===== config.mk =====
export PLATFORM = sky130hd
export DESIGN_NAME = count_xfer_sched_flat
export DESIGN_NICKNAME = d
export VERILOG_FILES = /design/src/rtl/count_xfer_sched_if.sv /design/src/rtl/count_xfer_sched.sv /design/src/flat_wrapper.sv
export SDC_FILE = /design/constraint.sdc
export NUM_CORES = 1
export LEC_CHECK = 0
export CORE_MARGIN = 1
export CORE_UTILIZATION = 25
export DETAILED_ROUTE_END_ITERATION = 10
export PLACE_DENSITY_LB_ADDON = 0.08
export SYNTH_ARGS = -nofsm -noshare
export SYNTH_HDL_FRONTEND = slang
export SYNTH_SLANG_ARGS = --single-unit

===== constraint.sdc =====
create_clock -name clk -period 2.7 [get_ports clk]
set_clock_uncertainty 0.2 [all_clocks]
set_input_delay 0.405 -clock clk [delete_from_list [all_inputs] [get_ports clk]]
set_output_delay 0.405 -clock clk [all_outputs]
set_load 0.05 [all_outputs]

===== src/rtl/count_xfer_sched_if.sv =====
// Request/control bundle between the requesters, the scheduler and the
// counter/converter pair. The master modport is the requester side.
interface count_xfer_sched_if #(
   parameter int unsigned p_hi = 7
);
   logic [1:0]    req;
   logic [p_hi:0] len0;
   logic [p_hi:0] len1;
   logic          ready;
   logic [1:0]    grant;
   logic [1:0]    ack;
   logic          valid;
   logic          count_enable;
   logic          count_reset;
   logic          out_enable;
   logic          busy;
   logic          error;

   modport master (
      output req, len0, len1, ready,
      input  grant, ack, valid, count_enable, count_reset, out_enable, busy, error
   );

   modport slave (
      input  req, len0, len1, ready,
      output grant, ack, valid, count_enable, count_reset, out_enable, busy, error
   );
endinterface


===== src/rtl/count_xfer_sched.sv =====
// Two-requester round-robin scheduler for the shared counter/converter
// datapath: clear the counter, count for the latched length, enable the
// converter output and hand the result off with valid/ready.
// Optional build macro SCHED_TIMEOUT_EN: abandon a transfer whose ready does
// not arrive within p_timeout cycles and pulse error instead of ack.
module count_xfer_sched #(
   parameter int unsigned p_hi      = 7,
   parameter int unsigned p_timeout = 15
) (
   input logic               clk,
   input logic               rst,
   count_xfer_sched_if.slave bus
);
   localparam int unsigned LW = p_hi + 1;

   typedef enum logic [1:0] {
      S_IDLE  = 2'd0,
      S_CLEAR = 2'd1,
      S_RUN   = 2'd2,
      S_XFER  = 2'd3
   } state_t;

   state_t        state, state_nxt;
   logic [LW-1:0] len_r, len_nxt;
   logic [LW-1:0] tally, tally_nxt;
   logic          last_r, last_nxt;
   logic [1:0]    elig;
   logic          pick;
   logic [1:0]    grant_nxt, ack_nxt;
   logic          valid_nxt, cen_nxt, crst_nxt, oen_nxt, busy_nxt, err_nxt;

`ifdef SCHED_TIMEOUT_EN
   localparam int unsigned WW = (p_timeout > 1) ? $clog2(p_timeout) : 1;
   logic [WW-1:0] wcnt, wcnt_nxt;
`else
   // p_timeout only matters when the timeout is built in
   logic [31:0] unused_timeout;
   assign unused_timeout = 32'(p_timeout);
`endif

   // State and datapath registers
   always_ff @(posedge clk or posedge rst) begin
      if (rst) begin
         state  <= S_IDLE;
         len_r  <= '0;
         tally  <= '0;
         last_r <= 1'b1;
`ifdef SCHED_TIMEOUT_EN
         wcnt   <= '0;
`endif
      end else begin
         state  <= state_nxt;
         len_r  <= len_nxt;
         tally  <= tally_nxt;
         last_r <= last_nxt;
`ifdef SCHED_TIMEOUT_EN
         wcnt   <= wcnt_nxt;
`endif
      end
   end

   // Registered outputs
   always_ff @(posedge clk or posedge rst) begin
      if (rst) begin
         bus.grant        <= '0;
         bus.ack          <= '0;
         bus.valid        <= 1'b0;
         bus.count_enable <= 1'b0;
         bus.count_reset  <= 1'b0;
         bus.out_enable   <= 1'b0;
         bus.busy         <= 1'b0;
         bus.error        <= 1'b0;
      end else begin
         bus.grant        <= grant_nxt;
         bus.ack          <= ack_nxt;
         bus.valid        <= valid_nxt;
         bus.count_enable <= cen_nxt;
         bus.count_reset  <= crst_nxt;
         bus.out_enable   <= oen_nxt;
         bus.busy         <= busy_nxt;
         bus.error        <= err_nxt;
      end
   end

   // Arbitration: the requester just acked sits out one cycle; ties go to
   // whoever was not served last
   assign elig = bus.req & ~bus.ack;
   assign pick = (elig == 2'b11) ? ~last_r : elig[1];

   // Next state, datapath updates and next output values
   always_comb begin
      state_nxt = state;
      len_nxt   = len_r;
      tally_nxt = tally;
      last_nxt  = last_r;
      grant_nxt = bus.grant;
      ack_nxt   = 2'b00;
      err_nxt   = 1'b0;
`ifdef SCHED_TIMEOUT_EN
      wcnt_nxt  = '0;
`endif

      unique case (state)
         S_IDLE: begin
            if (elig != 2'b00) begin
               grant_nxt = pick ? 2'b10 : 2'b01;
               len_nxt   = pick ? bus.len1 : bus.len0;
               state_nxt = S_CLEAR;
            end
         end
         S_CLEAR: begin
            tally_nxt = '0;
            state_nxt = (len_r != '0) ? S_RUN : S_XFER;
         end
         S_RUN: begin
            tally_nxt = tally + LW'(1);
            if (tally == len_r - LW'(1)) begin
               state_nxt = S_XFER;
            end
         end
         S_XFER: begin
            if (bus.ready) begin
               ack_nxt   = bus.grant;
               last_nxt  = bus.grant[1];
               grant_nxt = 2'b00;
               state_nxt = S_IDLE;
            end
`ifdef SCHED_TIMEOUT_EN
            else if (wcnt == WW'(p_timeout - 1)) begin
               err_nxt   = 1'b1;
               last_nxt  = bus.grant[1];
               grant_nxt = 2'b00;
               state_nxt = S_IDLE;
            end else begin
               wcnt_nxt  = wcnt + WW'(1);
            end
`endif
         end
         default: begin
            state_nxt = S_IDLE;
            grant_nxt = 2'b00;
         end
      endcase

      crst_nxt  = (state_nxt == S_CLEAR);
      cen_nxt   = (state_nxt == S_RUN);
      valid_nxt = (state_nxt == S_XFER);
      oen_nxt   = (state_nxt == S_XFER);
      busy_nxt  = (state_nxt != S_IDLE);
   end
endmodule


===== src/flat_wrapper.sv =====
// flat-port wrapper written by rule: the top's interface ports become plain ports
module count_xfer_sched_flat 
#(
   parameter int unsigned p_hi      = 7,
   parameter int unsigned p_timeout = 15
)
  (clk, rst, bus_req, bus_len0, bus_len1, bus_ready, bus_grant, bus_ack, bus_valid, bus_count_enable, bus_count_reset, bus_out_enable, bus_busy, bus_error);
  count_xfer_sched_if #(.p_hi(p_hi)) bus_i ();
  input logic clk;
  input logic rst;
  input wire logic [$bits(bus_i.req)-1:0] bus_req;
  input wire logic [$bits(bus_i.len0)-1:0] bus_len0;
  input wire logic [$bits(bus_i.len1)-1:0] bus_len1;
  input wire logic [$bits(bus_i.ready)-1:0] bus_ready;
  output wire logic [$bits(bus_i.grant)-1:0] bus_grant;
  output wire logic [$bits(bus_i.ack)-1:0] bus_ack;
  output wire logic [$bits(bus_i.valid)-1:0] bus_valid;
  output wire logic [$bits(bus_i.count_enable)-1:0] bus_count_enable;
  output wire logic [$bits(bus_i.count_reset)-1:0] bus_count_reset;
  output wire logic [$bits(bus_i.out_enable)-1:0] bus_out_enable;
  output wire logic [$bits(bus_i.busy)-1:0] bus_busy;
  output wire logic [$bits(bus_i.error)-1:0] bus_error;
  assign bus_i.req = bus_req;
  assign bus_i.len0 = bus_len0;
  assign bus_i.len1 = bus_len1;
  assign bus_i.ready = bus_ready;
  assign bus_grant = bus_i.grant;
  assign bus_ack = bus_i.ack;
  assign bus_valid = bus_i.valid;
  assign bus_count_enable = bus_i.count_enable;
  assign bus_count_reset = bus_i.count_reset;
  assign bus_out_enable = bus_i.out_enable;
  assign bus_busy = bus_i.busy;
  assign bus_error = bus_i.error;
  count_xfer_sched #(.p_hi(p_hi), .p_timeout(p_timeout)) u_core (.clk(clk), .rst(rst), .bus(bus_i));
endmodule

Word level (Yosys, flattened, before mapping):

Cells that the tools add are included.

* equal/unequal tests: 10
* reduce and logical (&&, ||, !) cells: 9
* bitwise operators: 3
* add/sub/neg operators: 2
* mux-type cells: 14

Operator list (count)
* 2-bit two-way mux: 8
* 8-bit case mux with 2 select lines: 1
* 2-bit == test, second input constant: 5
* 8-bit by 1-bit adder with 8-bit output, second input constant: 1
* 8-bit == test: 1
* 8-bit two-way mux: 1
* 2-bit case mux with 4 select lines: 1
* 2-bit nonzero test: 4
* 8-bit nonzero test: 1
* 8-bit by 1-bit subtractor with 8-bit output, second input constant: 1
* 2-bit by 1-bit == test with 1-bit output, second input constant: 2
* 2-bit case mux with 2 select lines: 1
* 2-bit AND reduction: 2
* 3-bit AND reduction: 1
* 2-bit bitwise AND: 1
* 2-bit zero test: 1
* 1-bit two-way mux: 2
* 2-bit by 1-bit != test with 1-bit output, second input constant: 1
* 2-bit != test, second input constant: 1
* 2-bit NOT: 1
* 1-bit NOT: 1

* output and inout bits: 10
* bits of input ports: 21
* register bits after elaboration: 27

Depth between registers and ports, before layout:

Gate-level depths: netlist of the first run.

* depth after elaboration: 7
* depth in mapped cells: 8
* gate-level depth less buffers: 7

Worst setup path before layout of the first run:

Ideal clock, no wire load.

* path kind: flip-flop to flip-flop
* start point: register u_core.len_r[0]
* end point: register u_core.bus.valid
* path slack: 0.613 ns
* period minus slack after synthesis: 2.087 ns
* buffers on the path: 0
* cell stages (with the launch flop): 6
* data arrival time: 1.820 ns
* setup time: 0.067 ns
* cells stage by stage: dfrtp_1 -> or4_4 -> nor4_2 -> a211oi_1 -> o41ai_2 -> and2_1

* cells in the longest elaborated chain, start to end: 5
* elaborated cells between the ends (all ways): 7
* classes of those cells: 1 x add/sub; 2 x eq/ne; 3 x mux; 1 x reduce/logical

RTL lines
* start, declared: line count_xfer_sched.sv:24 `logic [LW-1:0] len_r, len_nxt;`
* start signal, assigned: line count_xfer_sched.sv:53 `len_r <= len_nxt;`
* 8-bit by 1-bit subtractor with 8-bit output: line count_xfer_sched.sv:117 `if (tally == len_r - LW'(1)) begin`
* 8-bit == test: line count_xfer_sched.sv:117
* 2-bit two-way mux: line count_xfer_sched.sv:117
* 2-bit case mux with 4 select lines *: line count_xfer_sched.sv:103 `unique case (state)`
* named net u_core.state_nxt[0]: line count_xfer_sched.sv:23 `state_t state, state_nxt;`
* 2-bit == test *
* named net u_core.oen_nxt: line count_xfer_sched.sv:30 `logic valid_nxt, cen_nxt, crst_nxt, oen_nxt, busy_nxt, err_nxt;`
* end signal, assigned: line count_xfer_sched.sv:76 `bus.valid <= valid_nxt;`
* end, declared: line count_xfer_sched_if.sv:26 `output grant, ack, valid, count_enable, count_reset, out_enable, busy, error`

Mark *: on every way through the listed nets, which the timed path passes. The rest lies on a longest branch.
A chain may end at the register's enable or synchronous reset.

Final worst setup path of the first run:

Same ends and word-level chain as after synthesis.

==> flow_metrics.py, run 1 <==
metrics = {
    "outcome": {
        "status": "completed",
    },
    "place": {
        "placed_cells": 267,
        "hpwl_mm": 2.80,
        "gp_congestion": 0.739,
        "io_buffers": 29,
    },
    "detailed_routing": {
        "final_antenna_net_count": 0,
        "finalWirelength_mm": 3.74,
        "avgViaCountPerCell": 4.75,
        "drtIter0Drc": 53,
        "drtPass1Iterations": 4,
        "drc": 0,
        "wl_per_cell_um": 13.8,
        "vias": 1286,
    },
    "sta": {
        "tightest_slew_ps": 503,
        "setup_viol": 0,
        "max_slew_margin": 0.664,
        "hold_viol": 0,
        "fmaxAchievable_mhz": 423,
        "drv_slew": 0,
        "tns_ps": 0,
        "finalCriticalPeriod_ps": 2370,
        "rsz0062_at_grt": "no",
        "fin_crit_sh": 0.876,
    },
    "yosys": {
        "synth_top_area_frac": 0.415,
        "ys_ff_latch": 27,
        "synthCells": 169,
        "ys.warnings.count": 0,
        "yosys.area.top_type": "dfrtp_1",
        "ys_types": 42,
        "async_reset_ff_frac": 1.00,
        "synth.net_count": 196,
        "netlist_area_um2": 1570,
        "synth_enable_flop_cells": 0,
        "yosys-top-cells-area": "dfrtp_1 42%, mux2i_1 5.1%, ha_1 4.8%",
        "syn_avg_cell_area_um2": 9.27,
        "ys.flop_type": "dfrtp_1",
        "yosysSeqAreaShare": 0.432,
    },
    "cts": {
        "cts_buffers": 3,
        "clock_sinks": 27,
        "clk_path_buf_depth": 2,
        "cts_resized": 0,
        "post_cts_buffers": 0,
        "htreeDepth": 1,
        "cts_tree": "done",
        "cts-root-buf": "clkbuf_8",
        "clk_pin_slew_worst_paths_ps": 100,
        "ctsHoldBuffers": 0,
        "clock_latency_ps": 280,
    },
    "layout": {
        "fin_cells": 271,
        "nNetsFinal": 224,
        "n_fill_cell": 622,
        "antenna_cells": 0,
        "syn2layout_area_growth_pct": 26.0,
        "drive_above_1_share": 0.0561,
    },
    "floorplan": {
        "die_x_um": 81.2,
        "rows": 28,
        "dieArea_um2": 6590,
        "start_util": 0.261,
        "core_area_um2": 5990,
        "fp.dieH_um": 81.2,
        "io_pins": 31,
    },
    "pwr": {
        "sw_frac_of_total": 0.221,
        "power_density_nw_per_um2": 354,
        "pwr-share-comb": 0.080,
        "seqPwrFrac": 0.579,
        "ir_worst_vdd_v": 0.000165,
        "cell_internal_pwr_mw": 0.544,
        "clockPowerShare": 0.341,
        "p_switching_mw": 0.155,
        "power.leakage_nw": 0.882,
    },
    "global_route": {
        "grt_pass1_vias": 1318,
        "grt_remaining_overflow": 0,
        "grt_max_degree": 28,
        "grt_usage": 0.126,
        "antenna_found_initial": 0,
        "grt_pass1_wl_mm": 6.27,
    },
    "critical_path": {
        "crit_required_ps": 2720,
        "critPathMaxFanout": 5,
        "critPathArrivalTime_ps": 2390,
        "crit_path_end_kind": "flip-flop",
        "crit_path_start_kind": "flip-flop",
        "crit_type": "flip-flop to flip-flop",
    },
    "flow_run": {
        "cap_viol_max_count": 0,
    },
    "hold_path": {
        "hp-class": "input pin to asynchronous set/reset pin",
    },
}
final timing paths:
path	start	endpoint	slack [ps]	cells past startpoint
setup / recovery	u_core.len_r[0]	u_core.bus.valid	330	7
hold / removal	rst	u_core.tally[0]	280	3
setup reg to reg	u_core.len_r[0]	u_core.bus.valid	330	7
hold reg to reg	u_core.last_r	u_core.last_r	310	1
max in group asynchronous	rst	u_core.last_r	1700	3
min in group clk	u_core.last_r	u_core.last_r	310	1
cell usage after synthesis (3+ instances only):
cell       n
a21oi_1    6
clkbuf_1   5
dfrtp_1   26
ha_1       6
inv_1     12
mux2i_1    8
nand2_1   18
nand2b_1   6
nand3_1    5
nor2_1     9
nor2b_1    3
nor3_1     3
o21ai_0   15
o22ai_1    3
xnor2_1    7
xor2_1     3
sequential cells by signal, indices dropped and copies added (netlist names):
signal and flops:
u_core.last_r 1, u_core.bus.count_enable 1, u_core.tally 8, u_core.bus.busy 1, u_core.bus.valid 1, u_core.state 2
u_core.bus.ack 2, u_core.len_r 8, u_core.bus.grant 2, u_core.bus.count_reset 1
cells by family after synthesis:
logic type | after synthesis | share of synthesized area
compound gates | 38 | 0.159
xor+xnor | 10 | 0.0559
fa+ha+maj | 6 | 0.0479
buf+inv | 20 | 0.0527
flops | 27 | 0.432
mux | 8 | 0.0511
other cells | 1 | 0.00239
simple gates | 59 | 0.199
final cells by class:
class / count / area (um^2) / share of cell area
clock buffer: 4 / 45.0 / 0.0228
inverter: 12 / 45.0 / 0.0228
multi-input combinational: 122 / 807 / 0.409
sequential: 27 / 677 / 0.343
tap: 75 / 93.8 / 0.0476
timing repair buffer: 31 / 305 / 0.155
power groups by stage:
stage / sequential, mW / combinational [mW] / clock (mW)
after global placement: 0.412 / 0.0565 / 0
after global routing: 0.404 / 0.0613 / 0.264
final: 0.404 / 0.0559 / 0.238
after CTS: 0.404 / 0.0577 / 0.256
after detailed placement: 0.412 / 0.0574 / 0
after floorplan: 0.412 / 0.0223 / 0
cell usage in the layout, fill, tap and decap left out, types with 2 or more instances in the layout:
cell type / instances
nor3_1: 3
buf_4: 2
clkbuf_8: 3
nor2b_1: 3
mux2i_1: 8
a21o_1: 2
o21ai_0: 15
o211a_1: 2
and2_1: 2
nand3_1: 5
inv_1: 12
clkdlybuf4s50_1: 29
o32ai_1: 2
nand4_1: 2
nor2_1: 9
o22ai_1: 3
a21oi_1: 6
xor2_1: 3
dfrtp_1: 26
a211oi_1: 2
nand2_1: 18
nand2b_1: 6
xnor2_1: 7
ha_1: 6
or3_1: 2
through the flow:
step	power (mW)	instance area, um^2	utilization	setup slack (ps)	hold WS [ps]
after floorplan	0.434	1570	-	613	257
after global placement	0.469	1930	0.322	335	302
after detailed placement	0.469	1930	0.322	347	301
after CTS	0.718	1970	0.329	337	288
after global routing	0.730	1970	0.329	180	331
final	0.698	1970	0.329	334	283
worst max-delay path, stage by stage (launching register included):
cell	delay (ps)
dfrtp_1	440
inv_1	80
ha_1	210
or4b_1	480
nor2_1	140
xnor2_1	90
o41ai_2	480
and2_1	200
routing by layer:
| metal | GRT usage | up-vias | wire [um] | part of all wire |
|---|---|---|---|---|
| met5 | 0 | - | 0 | 0 |
| met4 | 0.0482 | 0 | 54 | 0.014 |
| met3 | 0.0247 | 5 | 114 | 0.030 |
| met2 | 0.217 | 21 | 1830 | 0.49 |
| met1 | 0.153 | 631 | 1740 | 0.46 |
| li1 | - | 629 | - | - |
Note: power is estimated with default switching activity, not from simulation.
==> run 2, diff against run 1 <==
--- a/config.mk
+++ b/config.mk
@@ -9,6 +9,7 @@
 export CORE_UTILIZATION = 25
 export DETAILED_ROUTE_END_ITERATION = 10
 export PLACE_DENSITY_LB_ADDON = 0.08
+export SKIP_LAST_GASP = 1
 export SYNTH_ARGS = -nofsm -noshare
 export SYNTH_HDL_FRONTEND = slang
 export SYNTH_SLANG_ARGS = --single-unit
==> results of run 2 <==
Final layout, timing and power as in run 1 (identical DEF).
==> patch 1, RTL diff (settings of run 2) <==
Build with the macro `SCHED_TIMEOUT_EN` defined.
--- a/src/rtl/count_xfer_sched.sv
+++ b/src/rtl/count_xfer_sched.sv
@@ -3,6 +3,8 @@
 // converter output and hand the result off with valid/ready.
 // Optional build macro SCHED_TIMEOUT_EN: abandon a transfer whose ready does
 // not arrive within p_timeout cycles and pulse error instead of ack.
+`define SCHED_TIMEOUT_EN
+
 module count_xfer_sched #(
    parameter int unsigned p_hi      = 7,
    parameter int unsigned p_timeout = 15
Formal check against the unedited RTL: no difference found for any inputs over 10 cycles, from zero or initial values and one cycle with rst high; that may be too few to reach the edited logic, so the function may still have changed.
==> patch 1 against run 2 <==
- area after synthesis up 15%
- worst setup slack improved by 67 ps
- utilization up 0.89 points
- sequential cell count is 5 higher
- final cell count is 18% higher
- fmax up 2.9%
- critical path type unchanged
- design area is 18% higher
- routed wire length grew 7.2%
Power is not compared: it rests on default switching activity, and its combinational part moved more than twofold at a synthesized area within 25%.
==> patch 1: results (changes against run 2) <==
* Clock transition at path regs at 70 ps (was 100 ps)
* Post-DP HPWL at 3025 um (was 2805 um)
* FF-to-FF Start: u_core.len_r[0] (unchanged)
* Post-Synthesis Net Count at 224 (was 196)
* Max_slew headroom at 66.08% (was 66.36%)
* Routed WL per cell at 12.50 um (was 13.80 um)
* Post-Synth Adder-Cell Area at 5.544% (was 4.792%)
* Placed Area at 2197 sq um (was 1928 sq um)
* Total track usage at 12.02% (was 12.57%)
* Regs by FF count: u_core.len_r (8), u_core.tally (8), u_core.wcnt (4) (was u_core.len_r (8), u_core.tally (8))
* Post-Synth XOR/XNOR Area at 5.821% (was 5.591%)
* Initial antenna violation count at 0 (unchanged)
* H-tree Lvls at 2 (was 1)
* Synth warn at 0 (unchanged)
* # diodes at 0 (unchanged)
* Initial Util at 26.28% (was 26.15%)
* Iteration-0 DRC Markers at 66 (was 53)
* Gpl congestion at 0.7122 (was 0.7388)
* Leak pwr at between 1 and 1.5 nW
* Post-CTS setup repair buffer count at 0 (unchanged)
* Synth cell types at 42 (unchanged)
* Multiplexer area fraction after synthesis at 4.990% (was 5.112%)
* CP arrival at 2270 ps (was 2390 ps)
* Vias in the first global route at 1458 (was 1318)
* Post-synth ARST share at 100.0% (unchanged)
* Fin crit share at 85.14% (was 87.63%)
* Clock Root Buffer: clkbuf_8 (unchanged)
* Vias at 1443 (was 1286)
* Worst vdd ir at ~380 uV
* Largest net degree at the start of global routing at 33 (was 28)
* Cell with the most instances after synthesis: dfrtp_1 (unchanged)
* Ys flop type: dfrtp_1 (unchanged)
* Worst-case clock buffer depth at 2 (unchanged)
* Port bufs at 30 (was 29)
* Tightest Hold Check Type: reg -> reg (was in -> async)
* 1st-pass router iterations at 5 (was 4)
* Worst slack, placed at 410.6 ps (was 347.3 ps)
* First-pass GRT wire length at 7003 um (was 6265 um)
* Startpoint type of the worst setup path: flip-flop (unchanged)
* Num CTS Buffers at 5 (was 3)
* Worst-path maximum fanout at 7 (was 5)
* Clk Latency, worst-skew pair at 280 ps (about the same)
* R2r setup slk at 400 ps (was 330 ps)
* Status: complete, no violations (unchanged)
* Synth Area in Compound Gates at 14.35% (was 15.89%)
* Final hold slack at 277.7 ps (was 282.6 ps)
* Synth top area cells: dfrtp_1 43%, ha_1 5.5%, mux2i_1 5.0%, o21ai_0 4.7%, nand2_1 4.6% (was dfrtp_1 42%, mux2i_1 5.1%, ha_1 4.8%, o21ai_0 4.8%, nand2_1 4.3%)
* Commonest cells post-synth: 31 x dfrtp_1, 22 x nand2_1, 17 x o21ai_0 (was 26 x dfrtp_1, 18 x nand2_1, 15 x o21ai_0)
* Layout cells sized above 1 at 6.222% (was 5.612%)
* Yosys top cell area share at 42.97% (was 41.53%)
* Seq/Total Area, Yosys at 44.42% (was 43.21%)
* Hold Startpoint: u_core.last_r
* Nets at 253 (was 224)
## patch 1: cells by family (layout without fill, tap and decap cells)
logic type	after synthesis	after routing
AOI/OAI and AO/OA	42	42
xor gates and xnor gates	12	12
adders and majority gates	8	8
buffers and inverters	23	53
DFF	32	32
muxes	9	9
and+or+nand+nor	69	69
## patch 1: final cells by class
class / instances / area [sq um]
fillers: 706 / 4546
multi-input cells: 140 / 907.1
flip-flops and latches: 32 / 802.0
repair buffers: 33 / 322.8
well taps: 96 / 120.1
clock buffers: 7 / 96.34
inverters: 12 / 45.04
clock inverters: 1 / 30.03
## patch 1: critical path, cell delays in order (launching register included)
cell and delay (ps):
dfrtp_1 470, inv_1 70, ha_1 310, xnor2_1 130
nor4_1 280, o211ai_1 180, a211o_1 360, and3_1 200
## patch 1: report_power, final
group | switching, mW | internal (mW) | total [mW]
combinational | 0.619 | 0.429 | 1.05
clock | 0.175 | 0.326 | 0.500
sequential | 0.163 | 0.619 | 0.782
total | 0.956 | 1.37 | 2.33
## patch 1: path summary, 6_finish.rpt
kind                                      endpoint  cells past startpoint
hold / removal                       u_core.last_r                      2
setup reg to reg           u_core.bus.count_enable                      7
min in group asynchronous         u_core.bus.error                      3
setup / recovery           u_core.bus.count_enable                      7
hold reg to reg                      u_core.last_r                      2
max in group asynchronous            u_core.last_r                      3
## patch 1: metal layers
layer,wire (um),GRT usage (%)
met1,1913,15.35
met2,1915,20.11
met3,135,2.844
met4,46,3.636
met5,0,0
## patch 1: metrics by stage
step           std cells  power, mW
4_1_cts              321      2.373
5_1_grt              321      2.526
3_5_place_dp         313      1.854
3_3_place_gp         313      1.861
2_1_floorplan        195      1.560
6_report             321      2.330
==> patch 2, RTL diff (settings of run 2) <==
Made on the original files. The 4 states of `state_t` get a one-hot encoding in 4 bits.
--- a/src/rtl/count_xfer_sched.sv
+++ b/src/rtl/count_xfer_sched.sv
@@ -13,11 +13,11 @@
 );
    localparam int unsigned LW = p_hi + 1;
 
-   typedef enum logic [1:0] {
-      S_IDLE  = 2'd0,
-      S_CLEAR = 2'd1,
-      S_RUN   = 2'd2,
-      S_XFER  = 2'd3
+   typedef enum logic [3:0] {
+      S_IDLE  = 4'b0001,
+      S_CLEAR = 4'b0010,
+      S_RUN   = 4'b0100,
+      S_XFER  = 4'b1000
    } state_t;
 
    state_t        state, state_nxt;
Function: same outputs for any inputs over 10 cycles, from zero or initial values and one cycle with rst high; not proved beyond that.
==> patch 2 against run 2 <==
- synthesized cell count shrank 1.2%
- area after synthesis grew 2.1%
- critical path depth is the same
- critical endpoint unchanged
- design area grew 3.2%
- non-clock buffer count shrank 1
- highest routed layer unchanged
- worst setup slack gained 230 ps
- largest cell class unchanged
- routed wire length shrank 8.9%
- sequential cell count grew 2
Power is not compared: it rests on default switching activity, and its combinational part moved more than twofold at a synthesized area within 25%.
==> patch 2: results (changes against run 2) <==
* Commonest cells post-synth: 27 x dfrtp_1, 18 x o21ai_0, 13 x nand2_1 (was 26 x dfrtp_1, 18 x nand2_1, 15 x o21ai_0)
* H-tree Lvls at 2 (was 1)
* Final std cells w/o fill at 270 (was 271)
* Seq/Total Area, Yosys at 45.54% (was 43.21%)
* Clock buffer cells at 7 (was 4)
* Post-DP HPWL at 2550 um (was 2805 um)
* Nets at 219 (was 224)
* Status: complete, no violations (unchanged)
* Bufs w/o clock at 30 (was 31)
* R2R depth at 7 (unchanged)
* Sequential Area at 728.2 sq um (was 676.9 sq um)
* Mapped cell area at 1599 sq um (was 1567 sq um)
* Iteration-0 DRC Markers at 80 (was 53)
* Vias at 1268 (was 1286)
* Multi-Input Combinational at 119 (was 122)
* CP arrival at 2090 ps (was 2390 ps)
* Synth warn at 0 (unchanged)
* Regs by FF count: u_core.len_r (8), u_core.tally (8), u_core.state (4) (was u_core.len_r (8), u_core.tally (8))
* Num CTS Buffers at 5 (was 3)
* Placed Area at 1949 sq um (was 1928 sq um)
* Gpl congestion at 0.7193 (was 0.7388)
* Total track usage at 11.51% (was 12.57%)
* Clock transition at path regs at 60 ps (was 100 ps)
* Placed cells at 263 (was 267)
* ClkCell Share at 4.241% (was 2.283%)
* First-pass GRT wire length at 5699 um (was 6265 um)
* Largest net degree at the start of global routing at 30 (was 28)
* Worst-path maximum fanout at 6 (was 5)
* Multi-input gate area at 792.0 sq um (was 807.0 sq um)
* Drt total wl at 3409 um (was 3740 um)
* Slew @ Worst Pin at 610.4 ps (was 503.0 ps)
* Worst slack, placed at 392.6 ps (was 347.3 ps)
* Post-Synthesis Net Count at 191 (was 196)
* Inverter count at 10 (was 12)
* # fillers at 617 (was 622)
* NetSw at approximately 740 uW
* Synth top area cells: dfrtp_1 42%, o21ai_0 5.6%, mux2i_1 5.0%, dfstp_2 3.3%, xnor2_1 3.3% (was dfrtp_1 42%, mux2i_1 5.1%, ha_1 4.8%, o21ai_0 4.8%, nand2_1 4.3%)
* Final hold slack at 307.4 ps (was 282.6 ps)
* Sequential cell count at 29 (was 27)
* Buffer share of cell area at 14.63% (was 15.47%)
* Mapped Avg Cell Area at 9.575 sq um (was 9.269 sq um)
* Final worst slack at 559.8 ps (was 333.9 ps)
[patch 2: power by group through the flow]
stage	sequential (mW)	combinational, mW	clock [mW]
final	0.721	0.757	0.359
after floorplan	0.764	0.508	0
after global placement	0.726	0.756	0
after CTS	0.721	0.766	0.370
after global routing	0.744	0.854	0.393
after detailed placement	0.728	0.764	0
[patch 2: worst max-delay path, cell delays in order, from the launching register on]
cell	delay [ps]
dfrtp_1	470
inv_1	90
ha_1	260
or2b_1	250
a21oi_1	150
a31oi_1	60
o2111ai_1	410
o31ai_1	140
[patch 2: logic make-up after synthesis]
logic type      count (synthesis)  synth area share [%]
compound gates                 40                 15.57
xor+xnor                        9                 4.930
fa+ha+maj                       3                 2.348
buf+inv                        19                 4.929
flops                          29                 45.54
mux                             9                 5.712
other cells                     1                0.2345
simple gates                   57                 20.74
[patch 2: metal layers]
metal	routed length (um)	GRT usage [%]
met2	1466	15.45
met3	156	3.667
met5	0	0
met4	29	4.737
met1	1757	16.60
